`src/rtl/fifo_counter.sv`:
```
// Single-clock circular FIFO with an explicit occupancy counter.
// Status flags are decoded from the registered counter; read data is registered.
module fifo_counter_chk #(
    parameter int DEPTH = 16,
    parameter int CNT_W = 5
) (
    input logic             clk,
    input logic             rst_n,
    input logic [CNT_W-1:0] counter,
    input logic             empty,
    input logic             full
);
    a_cnt_range: assert property (@(posedge clk) disable iff (!rst_n)
        counter <= CNT_W'(DEPTH));
    a_flags_excl: assert property (@(posedge clk) disable iff (!rst_n)
        !(empty && full));
endmodule

module fifo_counter #(
    parameter int WIDTH = 8,
    parameter int DEPTH = 16
) (
    output logic [WIDTH-1:0] data_out,
    output logic             empty,
    output logic             full,
    input  logic [WIDTH-1:0] data,
    input  logic             wr_en,
    input  logic             rd_en,
    input  logic             clk,
    input  logic             rst_n
);
    localparam int PTR_W = $clog2(DEPTH);
    localparam int CNT_W = $clog2(DEPTH) + 1;

    logic [WIDTH-1:0] mem_q [DEPTH];
    logic [PTR_W-1:0] wr_ptr;
    logic [PTR_W-1:0] wr_ptr_d;
    logic [PTR_W-1:0] rd_ptr;
    logic [PTR_W-1:0] rd_ptr_d;
    logic [CNT_W-1:0] counter;
    logic [CNT_W-1:0] counter_d;
    logic [WIDTH-1:0] data_out_d;
    logic             do_wr;
    logic             do_rd;

    assign empty = (counter == {CNT_W{1'b0}});
    assign full  = (counter == CNT_W'(DEPTH));

    // Qualify requests against pre-edge flags; an unknown request falls into the else arm.
    always_comb begin
        do_wr      = 1'b0;
        do_rd      = 1'b0;
        wr_ptr_d   = wr_ptr;
        rd_ptr_d   = rd_ptr;
        counter_d  = counter;
        data_out_d = data_out;

        if (wr_en && !full) begin
            do_wr = 1'b1;
        end else begin
            do_wr = 1'b0;
        end

        if (rd_en && !empty) begin
            do_rd = 1'b1;
        end else begin
            do_rd = 1'b0;
        end

        if (do_wr) begin
            wr_ptr_d = wr_ptr + PTR_W'(1);
        end else begin
            wr_ptr_d = wr_ptr;
        end

        if (do_rd) begin
            rd_ptr_d   = rd_ptr + PTR_W'(1);
            data_out_d = mem_q[rd_ptr];
        end else begin
            rd_ptr_d   = rd_ptr;
            data_out_d = data_out;
        end

        case ({do_wr, do_rd})
            2'b10:   counter_d = counter + CNT_W'(1);
            2'b01:   counter_d = counter - CNT_W'(1);
            default: counter_d = counter;
        endcase
    end

    // Control state and read data register.
    always_ff @(posedge clk or negedge rst_n) begin
        if (!rst_n) begin
            wr_ptr   <= {PTR_W{1'b0}};
            rd_ptr   <= {PTR_W{1'b0}};
            counter  <= {CNT_W{1'b0}};
            data_out <= {WIDTH{1'b0}};
        end else begin
            wr_ptr   <= wr_ptr_d;
            rd_ptr   <= rd_ptr_d;
            counter  <= counter_d;
            data_out <= data_out_d;
        end
    end

    // Storage carries no reset; an empty counter makes stale contents unreachable.
    always_ff @(posedge clk) begin
        if (do_wr) begin
            mem_q[wr_ptr] <= data;
        end
    end

    fifo_counter_chk #(
        .DEPTH(DEPTH),
        .CNT_W(CNT_W)
    ) u_chk (
        .clk    (clk),
        .rst_n  (rst_n),
        .counter(counter),
        .empty  (empty),
        .full   (full)
    );
endmodule

```
`config.mk`:
```
export PLATFORM = sky130hd
export DESIGN_NAME = fifo_counter
export DESIGN_NICKNAME = d
export VERILOG_FILES = /design/src/rtl/fifo_counter.sv
export SDC_FILE = /design/constraint.sdc
export NUM_CORES = 1
export LEC_CHECK = 0
export ABC_CLOCK_PERIOD_IN_PS = 2750
export BUFFER_PORTS_ARGS = -buffer_cell sky130_fd_sc_hd__buf_2
export CORE_MARGIN = 10
export CORE_UTILIZATION = 55
export CTS_CLUSTER_SIZE = 30
export DETAILED_ROUTE_END_ITERATION = 6
export GPL_ROUTABILITY_DRIVEN = 0
export HOLD_SLACK_MARGIN = 0.03
export PLACE_DENSITY = 0.76
export REMOVE_ABC_BUFFERS = 1
export SYNTH_ARGS = -nofsm -noshare
export SYNTH_HDL_FRONTEND = slang
export SYNTH_SLANG_ARGS = --single-unit
```
`constraint.sdc`:
```
create_clock -name clk -period 2.75 [get_ports clk]
set_input_delay 0.275 -clock clk [delete_from_list [all_inputs] [get_ports clk]]
set_output_delay 0.275 -clock clk [all_outputs]
set_load 0.005 [all_outputs]
```
* Word-level counts from Yosys, hierarchy flattened
Memory sizes are Yosys's and may differ from the RTL's. A register that Yosys moved wholly into a read port is not among the register bits. Index checks and enable logic that the tools add are counted.
Storage, ports and cells: flip-flop bits (word level) 13, bits in writable memories 128, output and inout port bits 10, word-level logic and storage cells 23, memories kept 1
Operators by class: add/subtract/negate cells 4, equality and inequality tests 3, multiplexer cells 5, reduce and logical (&&, ||, !) cells 7
Memory list:
- mem_q | words 16, bits a word 8, rd ports 1, clocked after Yosys merged registers in 1, write ports 1, RTL line 35 | logic [WIDTH-1:0] mem_q [DEPTH];
Operators by type and width (number):
- $pmux W5 S2 | 1
- $add A4 B1 Y4 const B | 2
- $add A5 B1 Y5 const B | 1
- $eq A5 B5 Y1 const B | 1
- $logic_not A5 Y1 | 1
- $sub A5 B1 Y5 const B | 1
- $mux W1 | 4
- $logic_not A1 Y1 | 3
- $eq A2 B1 Y1 const B | 1
- $eq A2 B2 Y1 const B | 1
- $logic_and A1 B1 Y1 | 2
- $reduce_bool A2 Y1 | 1

* Longest topological paths before layout
Gate-level depths: netlist (run 1).
depth after elaboration 6, depth in mapped cells 13

* Worst setup path before layout (run 1)
No wires, ideal clock.
path kind register to register, start point register counter[0], end point register counter[4], data arrival time 2773 ps, required time 2626 ps, path slack -147 ps, cell stages (with the launch flop) 11, cells stage by stage dfrtp_1 > or4_1 > o21ai_2 > inv_2 > ha_1 > ha_1 > nor2b_1 > o21ai_0 > a21oi_1 > or3b_2 > xnor2_1
On the way: longest elaborated chain between the ends 6
Ends and longest elaborated chain:
- from (decl) | RTL line 40 | logic [CNT_W-1:0] counter;
- from (signal assigned) | RTL line 96 | counter <= {CNT_W{1'b0}};
- from (signal assigned) | RTL line 101 | counter <= counter_d;
- $logic_not A5 Y1 * | RTL line 46 | assign empty = (counter == {CNT_W{1'b0}});
- $logic_not A1 Y1 * | RTL line 64 | if (rd_en && !empty) begin
- $logic_and A1 B1 Y1 * | RTL line 64
- $mux W1 * | RTL line 64
- net do_rd | RTL line 44 | logic do_rd;
- $eq A2 B1 Y1 or $eq A2 B2 Y1 (tied branches) | RTL line 84 | case ({do_wr, do_rd})
- $pmux W5 S2 or $reduce_bool A2 Y1 (tied branches)
The timed path passes the listed nets; every way through them passes the cells marked *. A chain may end at the register's enable or synchronous reset.

* Final worst setup path (run 1)
start point register counter[3], end point register counter[4]
On the way: longest elaborated chain between the ends 6
Ends and longest elaborated chain (RTL line):
- $eq A5 B5 Y1 or $logic_not A5 Y1 (tied branches) | 47, 46
- $logic_not A1 Y1, on equally long branches | 58, 64
- $logic_and A1 B1 Y1, on equally long branches | 58, 64
- $mux W1, on equally long branches | 58, 64
- $eq A2 B1 Y1 or $eq A2 B2 Y1 (tied branches) | 84
- $pmux W5 S2 or $reduce_bool A2 Y1 (tied branches)
Parallel ways exist; a longest one is shown, timed or not.

==> results of run 1 <==
per-layer routing:
metal,wire [um],track usage [%],up-vias
li1,-,-,1361
met3,578,4.71,17
met2,5710,25.7,86
met4,182,5.82,0
met1,4820,20.1,1554
met5,0,0,-
worst max path at each step:
stage,from,endpoint,slack [ns]
detailed placement,counter[1]$_DFFE_PN0P_,counter[4]$_DFFE_PN0P_,-0.13
global route,counter[3]$_DFFE_PN0P_,counter[4]$_DFFE_PN0P_,-0.05
floorplan,counter[0]$_DFFE_PN0P_,counter[4]$_DFFE_PN0P_,-0.36
finish,counter[3]$_DFFE_PN0P_,counter[4]$_DFFE_PN0P_,0.08
CTS,counter[1]$_DFFE_PN0P_,counter[4]$_DFFE_PN0P_,0.002
global placement,counter[1]$_DFFE_PN0P_,counter[4]$_DFFE_PN0P_,-0.01
through the flow:
step	setup slack, ns	std cells
floorplan	-0.360	300
global placement	-0.0102	482
detailed placement	-0.127	482
CTS	0.00218	528
global route	-0.0458	526
finish	0.0789	526
flip-flops by register name (all words and copies together) (netlist names):
register  cells
counter       5
data_out      8
mem_q       128
rd_ptr        4
wr_ptr        4
what timing repair did:
item,CTS,global route
buffers inserted,13,1
pin swaps,4,4
endpoints found under the setup margin,1,11
endpoints found under the hold margin,21,0
hold buffers,1,0
resized for setup,7,8
kinds of logic after synthesis:
family          after synthesis  share of synthesized area (%)
compound gates               22                           2.40
xor+xnor                     10                           1.48
simple gates                 59                           4.36
buf+inv                      25                           2.02
mux                          41                           13.9
fa+ha+maj                    10                           2.23
flops                       149                           73.6
cell type report:
type | count | area, um2 | area share (%)
multi-input cells | 142 | 1510 | 21.5
well taps | 136 | 170 | 2.43
clock buffers | 17 | 414 | 5.90
repair buffers | 58 | 398 | 5.67
flip-flops and latches | 149 | 4370 | 62.3
clock inverters | 15 | 120 | 1.71
inverters | 9 | 33.8 | 0.482
power by group through the flow:
stage	Combinational (W)	Sequential (W)	Clock, W
after floorplan	0.00116	0.00321	0
after global placement	0.00190	0.00311	0
after detailed placement	0.00195	0.00314	0
after CTS	0.00204	0.00311	0.00211
after global routing	0.00226	0.00316	0.00220
final	0.00207	0.00311	0.00207
layout by cell type (no fill, tap or decap), types with 8 or more instances in the layout:
| cell | netlist | final |
|---|---|---|
| edfxtp_1 | 128 | 128 |
| buf_4 | 3 | 35 |
| mux4_2 | 33 | 33 |
| nand2_1 | 30 | 30 |
| dfrtp_1 | 21 | 21 |
| buf_2 | 6 | 21 |
| clkbuf_16 | 0 | 16 |
| nor2_1 | 13 | 13 |
| o21ai_0 | 11 | 10 |
| mux2i_1 | 8 | 8 |
| xnor2_1 | 8 | 8 |
==> flow_summary.ini, run 1 <==
[run_status]
status = complete, no violations

[clock_network]
numClockSinks = 149
cts_inserted_buffers = 17
clk_path_buf_depth = 2
cts.clk_slew.worst_paths_ns = 0.07
cts_tree = built
cts_root_buf = clkbuf_8
clock_latency_ns = 0.52
htree_levels = 4

[global_route]
grt_use_total_pct = 15.9
grt_overflow = 0
grt_pass1_wl_mm = 18.0
grt_max_degree = 35
grt_pass1_vias = 3261
grt_antenna_before_repair = 0

[sta]
slew_headroom_pct = 37.0
tightest_slew_ns = 0.945
slew_violations = 0
whs_ns = 0.145
timing.fmax_mhz = 374
fin_setup_tns_ns = 0
finalSetupViolations = 0
post-route-period-util_pct = 97.1
final_hold_viol_count = 0
min_period_ns = 2.67
final.setup_skew_ns = 0.00960

[critical_path]
end_kind = flop
r2r-start = counter[3]$_DFFE_PN0P_
ff2ff_setup_slack_ns = 0.08
worst-path-stages = 13
r2r-end = counter[4]$_DFFE_PN0P_
worstPathMaxFanout = 3
worst_path_max_delay_cell = fa_2
cp_cell_sequence = buf_4, nor4_4, nand2_1, and2_4, inv_2, ha_4, inv_2, fa_2, nor2b_2, o21ai_2, nand3_1, or3b_4, xnor2_1
path_delay_family = simple AND/OR/NAND/NOR gates
required_ns = 3.15
arrival_ns = 3.07
startpoint_type = flop
crit_path_max_incr_delay_ns = 0.39
cpMostUsedCell = inv_2
r2r_cells = 13
crit_type = flop to flop
path_buf_inv = 3

[synthesis]
ys_ff_latch = 149
yosysMostFrequentCell = edfxtp_1
synth.top_cells.by_count = 128 x edfxtp_1, 33 x mux4_2, 30 x nand2_1
ys_async_sr_fraction_pct = 14.1
syn_avg_cell_area_um2 = 18.8
synth.area.top_cells = edfxtp_1 65%, mux4_2 13%, dfrtp_1 8.9%
ys_seq_area_share_pct = 73.6
ys_warn_count = 0
synth_largest_area_cell = edfxtp_1
synth_edf_count = 128
synth_ff_type = edfxtp_1
synth_top_area_share_pct = 64.8
syn-cell-area_mm2 = 0.00593
syn_inst = 316
synth.distinct_cells = 32

[route]
drt-initial-drc-count = 330
antenna_left = 0
drt-total-wl_mm = 11.3
firstDrtPassIters = 4
vias_per_cell = 5.74
drc = 0
wl_per_cell_um = 21.5
dr_total_vias = 3018

[hold_path]
hold_path_depth = 1
worstHoldStart = data[3]
holdPathEnd = mem_q[15][3]$_DFFE_PP_
hold_class = primary input to flop

[pwr]
power.switching_w = 0.00225
max-vdd-ir-drop_uv = 990
p_per_area_mw_per_mm2 = 1030
finalPower_w = 0.00725
p_sw_share_pct = 31.0
power.leakage_nw = 2.49
p_clk_share_pct = 28.5
combPwrFrac_pct = 28.6
p_int_w = 0.00500
power_frac_seq_pct = 42.9

[finish]
post-route-util_pct = 67.4
fin_area_mm2 = 0.00702
fillCellCount = 650
diodes = 0
layout.nets = 399
drive_above_1_share_pct = 34.9
area_growth_pct = 18.2

[floorplan]
num_rows = 37
die_h_um = 124
io_pins = 22
coreArea_mm2 = 0.0104
die_area_mm2 = 0.0153
die_w_um = 124
start_util_pct = 57.0

[placed_design]
dp_hpwl_mm = 7.00
postPlaceCellArea_mm2 = 0.00632
portBuffers = 21

[flow_run]
cap_violations = 0
Note: power is estimated with default switching activity, not from simulation.
==> run 2: changes to the inputs <==
CORE_ASPECT_RATIO = 1.2   (was default)
==> flow_summary.ini, run 2 (same netlist as run 1, synthesis figures left out) <==
[run_status]
status = complete, no violations

[floorplan]
die_area_mm2 = 0.0154
coreArea_mm2 = 0.0105
die_h_um = 134
die_w_um = 115
num_rows = 41
start_util_pct = 56.4
io_pins = 22

[placed_design]
dp_cells = 475
portBuffers = 21
postPlaceCellArea_mm2 = 0.00631
dp_hpwl_mm = 6.81

[critical_path]
arrival_ns = 2.91
required_ns = 3.03
startpoint_type = flop
crit_type = flop to flop
end_kind = flop
worstPathMaxFanout = 4

[pwr]
power_frac_seq_pct = 42.8
p_sw_share_pct = 28.9
p_clk_share_pct = 29.4
p_int_w = 0.00518
max-vdd-ir-drop_uv = 505
power.switching_w = 0.00211
finalPower_w = 0.00728
p_per_area_mw_per_mm2 = 1050
power.leakage_nw = 2.45
combPwrFrac_pct = 27.8

[hold_path]
hold_class = primary input to flop

[finish]
largest_reg_flops = 128
top_regs = mem_q: 128 flops, data_out: 8 flops, counter: 5 flops
final_common_cell = edfxtp_1
area_growth_pct = 17.0
post-route-util_pct = 66.0
stdcell_count = 508
fin_area_mm2 = 0.00695
diodes = 0
drive_above_1_share_pct = 31.7
regMostFlops = mem_q
layout.nets = 389
final_cell_mix = 128 x edfxtp_1, 33 x mux4_2, 30 x nand2_1, 25 x buf_4

[clock_network]
cts.clk_slew.worst_paths_ns = 0.06
htree_levels = 4
clock_latency_ns = 0.41
clk_path_buf_depth = 2
cts_root_buf = clkbuf_16
cts_inserted_buffers = 17
numClockSinks = 149
cts_tree = built

[sta]
tightest_slew_ns = 0.948
timing.fmax_mhz = 381
slew_headroom_pct = 36.8
final_hold_viol_count = 0
slew_violations = 0
final.setup_skew_ns = 0.00731
finalSetupViolations = 0
min_period_ns = 2.62
post-route-period-util_pct = 95.4

[route]
drc = 0
dr_total_vias = 2976
drt-initial-drc-count = 204
firstDrtPassIters = 4
drt-total-wl_mm = 11.0
antenna_left = 0
wl_per_cell_um = 21.6
vias_per_cell = 5.86

[flow_run]
cap_violations = 0

[global_route]
grt_max_degree = 35
grt_use_total_pct = 15.2
grt_pass1_vias = 3078
grt_pass1_wl_mm = 17.5
grt_antenna_before_repair = 0
grt_overflow = 0
[run 2: changes by cell type in the layout (fill, tap and decap cells not counted), sizes merged]
cell | previous run | this run
clkinvlp | 3 | 2
inv | 16 | 10
clkbuf | 17 | 21
buf | 57 | 47
bufinv | 0 | 2
[run 2: critical path: stages (launching register included)]
cell     delay [ns]
dfrtp_1        0.48
or4_4          0.49
o21ai_4        0.15
inv_2          0.07
ha_4           0.18
buf_4          0.14
ha_1           0.31
o21ai_2        0.08
a21oi_1        0.09
or3b_4         0.37
xnor2_1        0.13
[run 2: area by class of cell]
type                            count  area (um2)
Tap cell                          129         161
Multi-Input combinational cell    142        1510
Clock buffer                       21         440
Clock inverter                     10         108
Sequential cell                   149        4370
Inverter                            9        33.8
Timing Repair Buffer               48         323
Fill cell                         665        3570
[run 2: power groups by stage]
stage	registers [W]	clock network [W]	logic [W]
after global routing	0.00316	0.00227	0.00223
final	0.00311	0.00214	0.00203
after CTS	0.00311	0.00218	0.00199
after floorplan	0.00321	0	0.00116
after detailed placement	0.00314	0	0.00193
after global placement	0.00312	0	0.00187
[run 2: timing repair]
action / CTS / global route
gates resized for setup: 5 / 10
buffers inserted: 0 / 1
hold buffers: 1 / 0
cloned: 0 / 0
endpoints found under the setup margin: 1 / 1
pin swaps: 1 / 3
endpoints found under the hold margin: 21 / 0
[run 2: metrics by stage]
stage | setup slack [ns] | TNS (ns) | hold slack, ns
floorplan | -0.360 | -0.360 | -0.0206
global placement | -0.00301 | -0.00301 | 0.253
detailed placement | -0.0700 | -0.0700 | 0.258
CTS | 0.0214 | 0 | 0.228
global route | -0.00173 | -0.00173 | 0.245
finish | 0.128 | 0 | 0.249
[run 2: per-layer routing]
layer,vias up,part of all wire (%),wire (um),GRT usage (%)
met2,75,51,5630,23.7
met4,0,1.1,125,5.92
met5,-,0,0,0
met1,1550,43,4690,19.3
met3,13,4.8,522,5.13
li1,1338,-,-,-
[run 2: worst paths after layout]
path / from / to / slack [ns] / depth (start not counted)
setup / recovery: counter[2]$_DFFE_PN0P_ / counter[4]$_DFFE_PN0P_ / 0.13 / 10
hold / removal: data[1] / mem_q[13][1]$_DFFE_PP_ / 0.25 / 1
setup reg to reg: counter[2]$_DFFE_PN0P_ / counter[4]$_DFFE_PN0P_ / 0.13 / 10
hold reg to reg: data_out[4]$_DFFE_PN0P_ / data_out[4]$_DFFE_PN0P_ / 0.47 / 2
max in group asynchronous: rst_n / data_out[3]$_DFFE_PN0P_ / 2.08 / 2
min in group asynchronous: rst_n / data_out[2]$_DFFE_PN0P_ / 0.35 / 2
==> run 3: changes to the inputs <==
SETUP_SLACK_MARGIN = 0.5   (was default)
==> flow_summary.ini, run 3 (same netlist as run 1, synthesis figures left out) <==
[critical_path]
startpoint_type = flop
end_kind = flop
r2r-start = counter[0]$_DFFE_PN0P_
arrival_ns = 2.92
r2r-end = counter[4]$_DFFE_PN0P_
cp-startpoint = counter[0]$_DFFE_PN0P_
crit_type = flop to flop
ff2ff_setup_slack_ns = 0.12
worstPathMaxFanout = 3
required_ns = 3.03
endpoint = counter[4]$_DFFE_PN0P_
r2r_cells = 13

[clock_network]
cts_tree = built
cts_inserted_buffers = 17
cts_root_buf = clkbuf_16
clk_path_buf_depth = 2
cts.clk_slew.worst_paths_ns = 0.06
clock_latency_ns = 0.41
htree_levels = 4
numClockSinks = 149

[global_route]
grt_use_total_pct = 15.4
grt_antenna_before_repair = 0
grt_pass1_wl_mm = 17.8
grt_pass1_vias = 3094
grt_max_degree = 35
grt_overflow = 0

[route]
dr_total_vias = 2961
vias_per_cell = 5.81
wl_per_cell_um = 21.6
drt-initial-drc-count = 203
drt-total-wl_mm = 11.0
drc = 0
antenna_left = 0
firstDrtPassIters = 4

[sta]
finalSetupViolations = 0
min_period_ns = 2.63
final.setup_skew_ns = 0.00558
post-route-period-util_pct = 95.7
tightest_slew_ns = 0.936
timing.fmax_mhz = 380
slew_violations = 0
fin_setup_tns_ns = 0
grt_setup_unrepaired = true
slew_headroom_pct = 37.6
final_hold_viol_count = 0

[finish]
diodes = 0
final_common_cell = edfxtp_1
regMostFlops = mem_q
fillCellCount = 664
layout.nets = 391
post-route-util_pct = 66.5
largest_reg_flops = 128
drive_above_1_share_pct = 33.1
top_regs = mem_q: 128 flops, data_out: 8 flops, counter: 5 flops
final_cell_mix = 128 x edfxtp_1, 33 x mux4_2, 30 x nand2_1, 26 x buf_4, 21 x buf_2
area_growth_pct = 17.9

[pwr]
power.leakage_nw = 2.46
p_int_w = 0.00521
power.switching_w = 0.00213
power_frac_seq_pct = 42.5
p_per_area_mw_per_mm2 = 1050
max-vdd-ir-drop_uv = 503
p_clk_share_pct = 29.2
combPwrFrac_pct = 28.3
p_sw_share_pct = 29.0

[floorplan]
die_w_um = 115
num_rows = 41
die_area_mm2 = 0.0154
io_pins = 22
die_h_um = 134
coreArea_mm2 = 0.0105
start_util_pct = 56.4

[hold_path]
worstHoldStart = data[0]
hold_class = primary input to flop
hold_path_depth = 1

[placed_design]
portBuffers = 21
dp_hpwl_mm = 6.81

[run_status]
status = complete, no violations

[flow_run]
cap_violations = 0
==> run 3: repair_timing <==
| item | in CTS | in global routing |
|---|---|---|
| pin swaps | 10 | 6 |
| hold buffers | 1 | 0 |
| resized for setup | 15 | 7 |
| setup buffers | 1 | 2 |
| setup endpoints to repair | 4 | 4 |
| endpoints found under the hold margin | 21 | 0 |
==> run 3: per-stage QoR <==
| stage | instances | power (W) | cell area (um2) | worst slack (ns) | hold slack [ns] |
|---|---|---|---|---|---|
| CTS | 508 | 0.00734 | 6950 | 0.173 | 0.228 |
| global route | 510 | 0.00772 | 6990 | 0.00755 | 0.245 |
| detailed placement | 475 | 0.00506 | 6310 | -0.0700 | 0.258 |
| floorplan | 300 | 0.00437 | 5850 | -0.360 | -0.0206 |
| global placement | 475 | 0.00499 | 6310 | -0.00301 | 0.253 |
| finish | 510 | 0.00734 | 6990 | 0.118 | 0.244 |
==> run 3: worst min path at each step <==
| stage | slack [ns] | endpoint |
|---|---|---|
| detailed placement | 0.26 | counter[4]$_DFFE_PN0P_ |
| global placement | 0.25 | counter[4]$_DFFE_PN0P_ |
| global route | 0.24 | mem_q[0][6]$_DFFE_PP_ |
| CTS | 0.23 | mem_q[3][0]$_DFFE_PP_ |
| floorplan | -0.02 | counter[0]$_DFFE_PN0P_ |
| finish | 0.24 | mem_q[3][0]$_DFFE_PP_ |
==> run 3: power by group through the flow <==
stage | logic [W] | registers (W) | clock network (W)
after floorplan | 0.00116 | 0.00321 | 0
after detailed placement | 0.00193 | 0.00314 | 0
after CTS | 0.00205 | 0.00311 | 0.00218
final | 0.00208 | 0.00312 | 0.00214
after global placement | 0.00187 | 0.00312 | 0
after global routing | 0.00228 | 0.00317 | 0.00227
==> run 3: area by class of cell <==
| cell class | count | area (um2) | area share (%) |
|---|---|---|---|
| flip-flops and latches | 149 | 4370 | 62.5 |
| multi-input cells | 142 | 1540 | 22.0 |
| clock buffers | 21 | 440 | 6.30 |
| repair buffers | 50 | 342 | 4.88 |
| well taps | 129 | 161 | 2.31 |
| clock inverters | 10 | 108 | 1.54 |
| inverters | 9 | 33.8 | 0.483 |
==> run 3: worst max-delay path: stages, from the launching register on <==
cell and delay (ns):
dfrtp_1 0.40, buf_4 0.16, nor4_4 0.26, nand2_1 0.12
and2_4 0.17, inv_2 0.06, ha_4 0.16, inv_2 0.06
fa_2 0.34, nor2b_2 0.14, o21ai_2 0.07, nand3_1 0.07
or3b_4 0.37, xnor2_1 0.13
==> run 3: per-layer routing <==
metal	routed length (um)	GRT usage, %	share of wire, %
met1	4690	19.5	43
met2	5690	24.1	52
met3	504	5.00	4.6
met4	142	6.06	1.3
met5	0	0	0
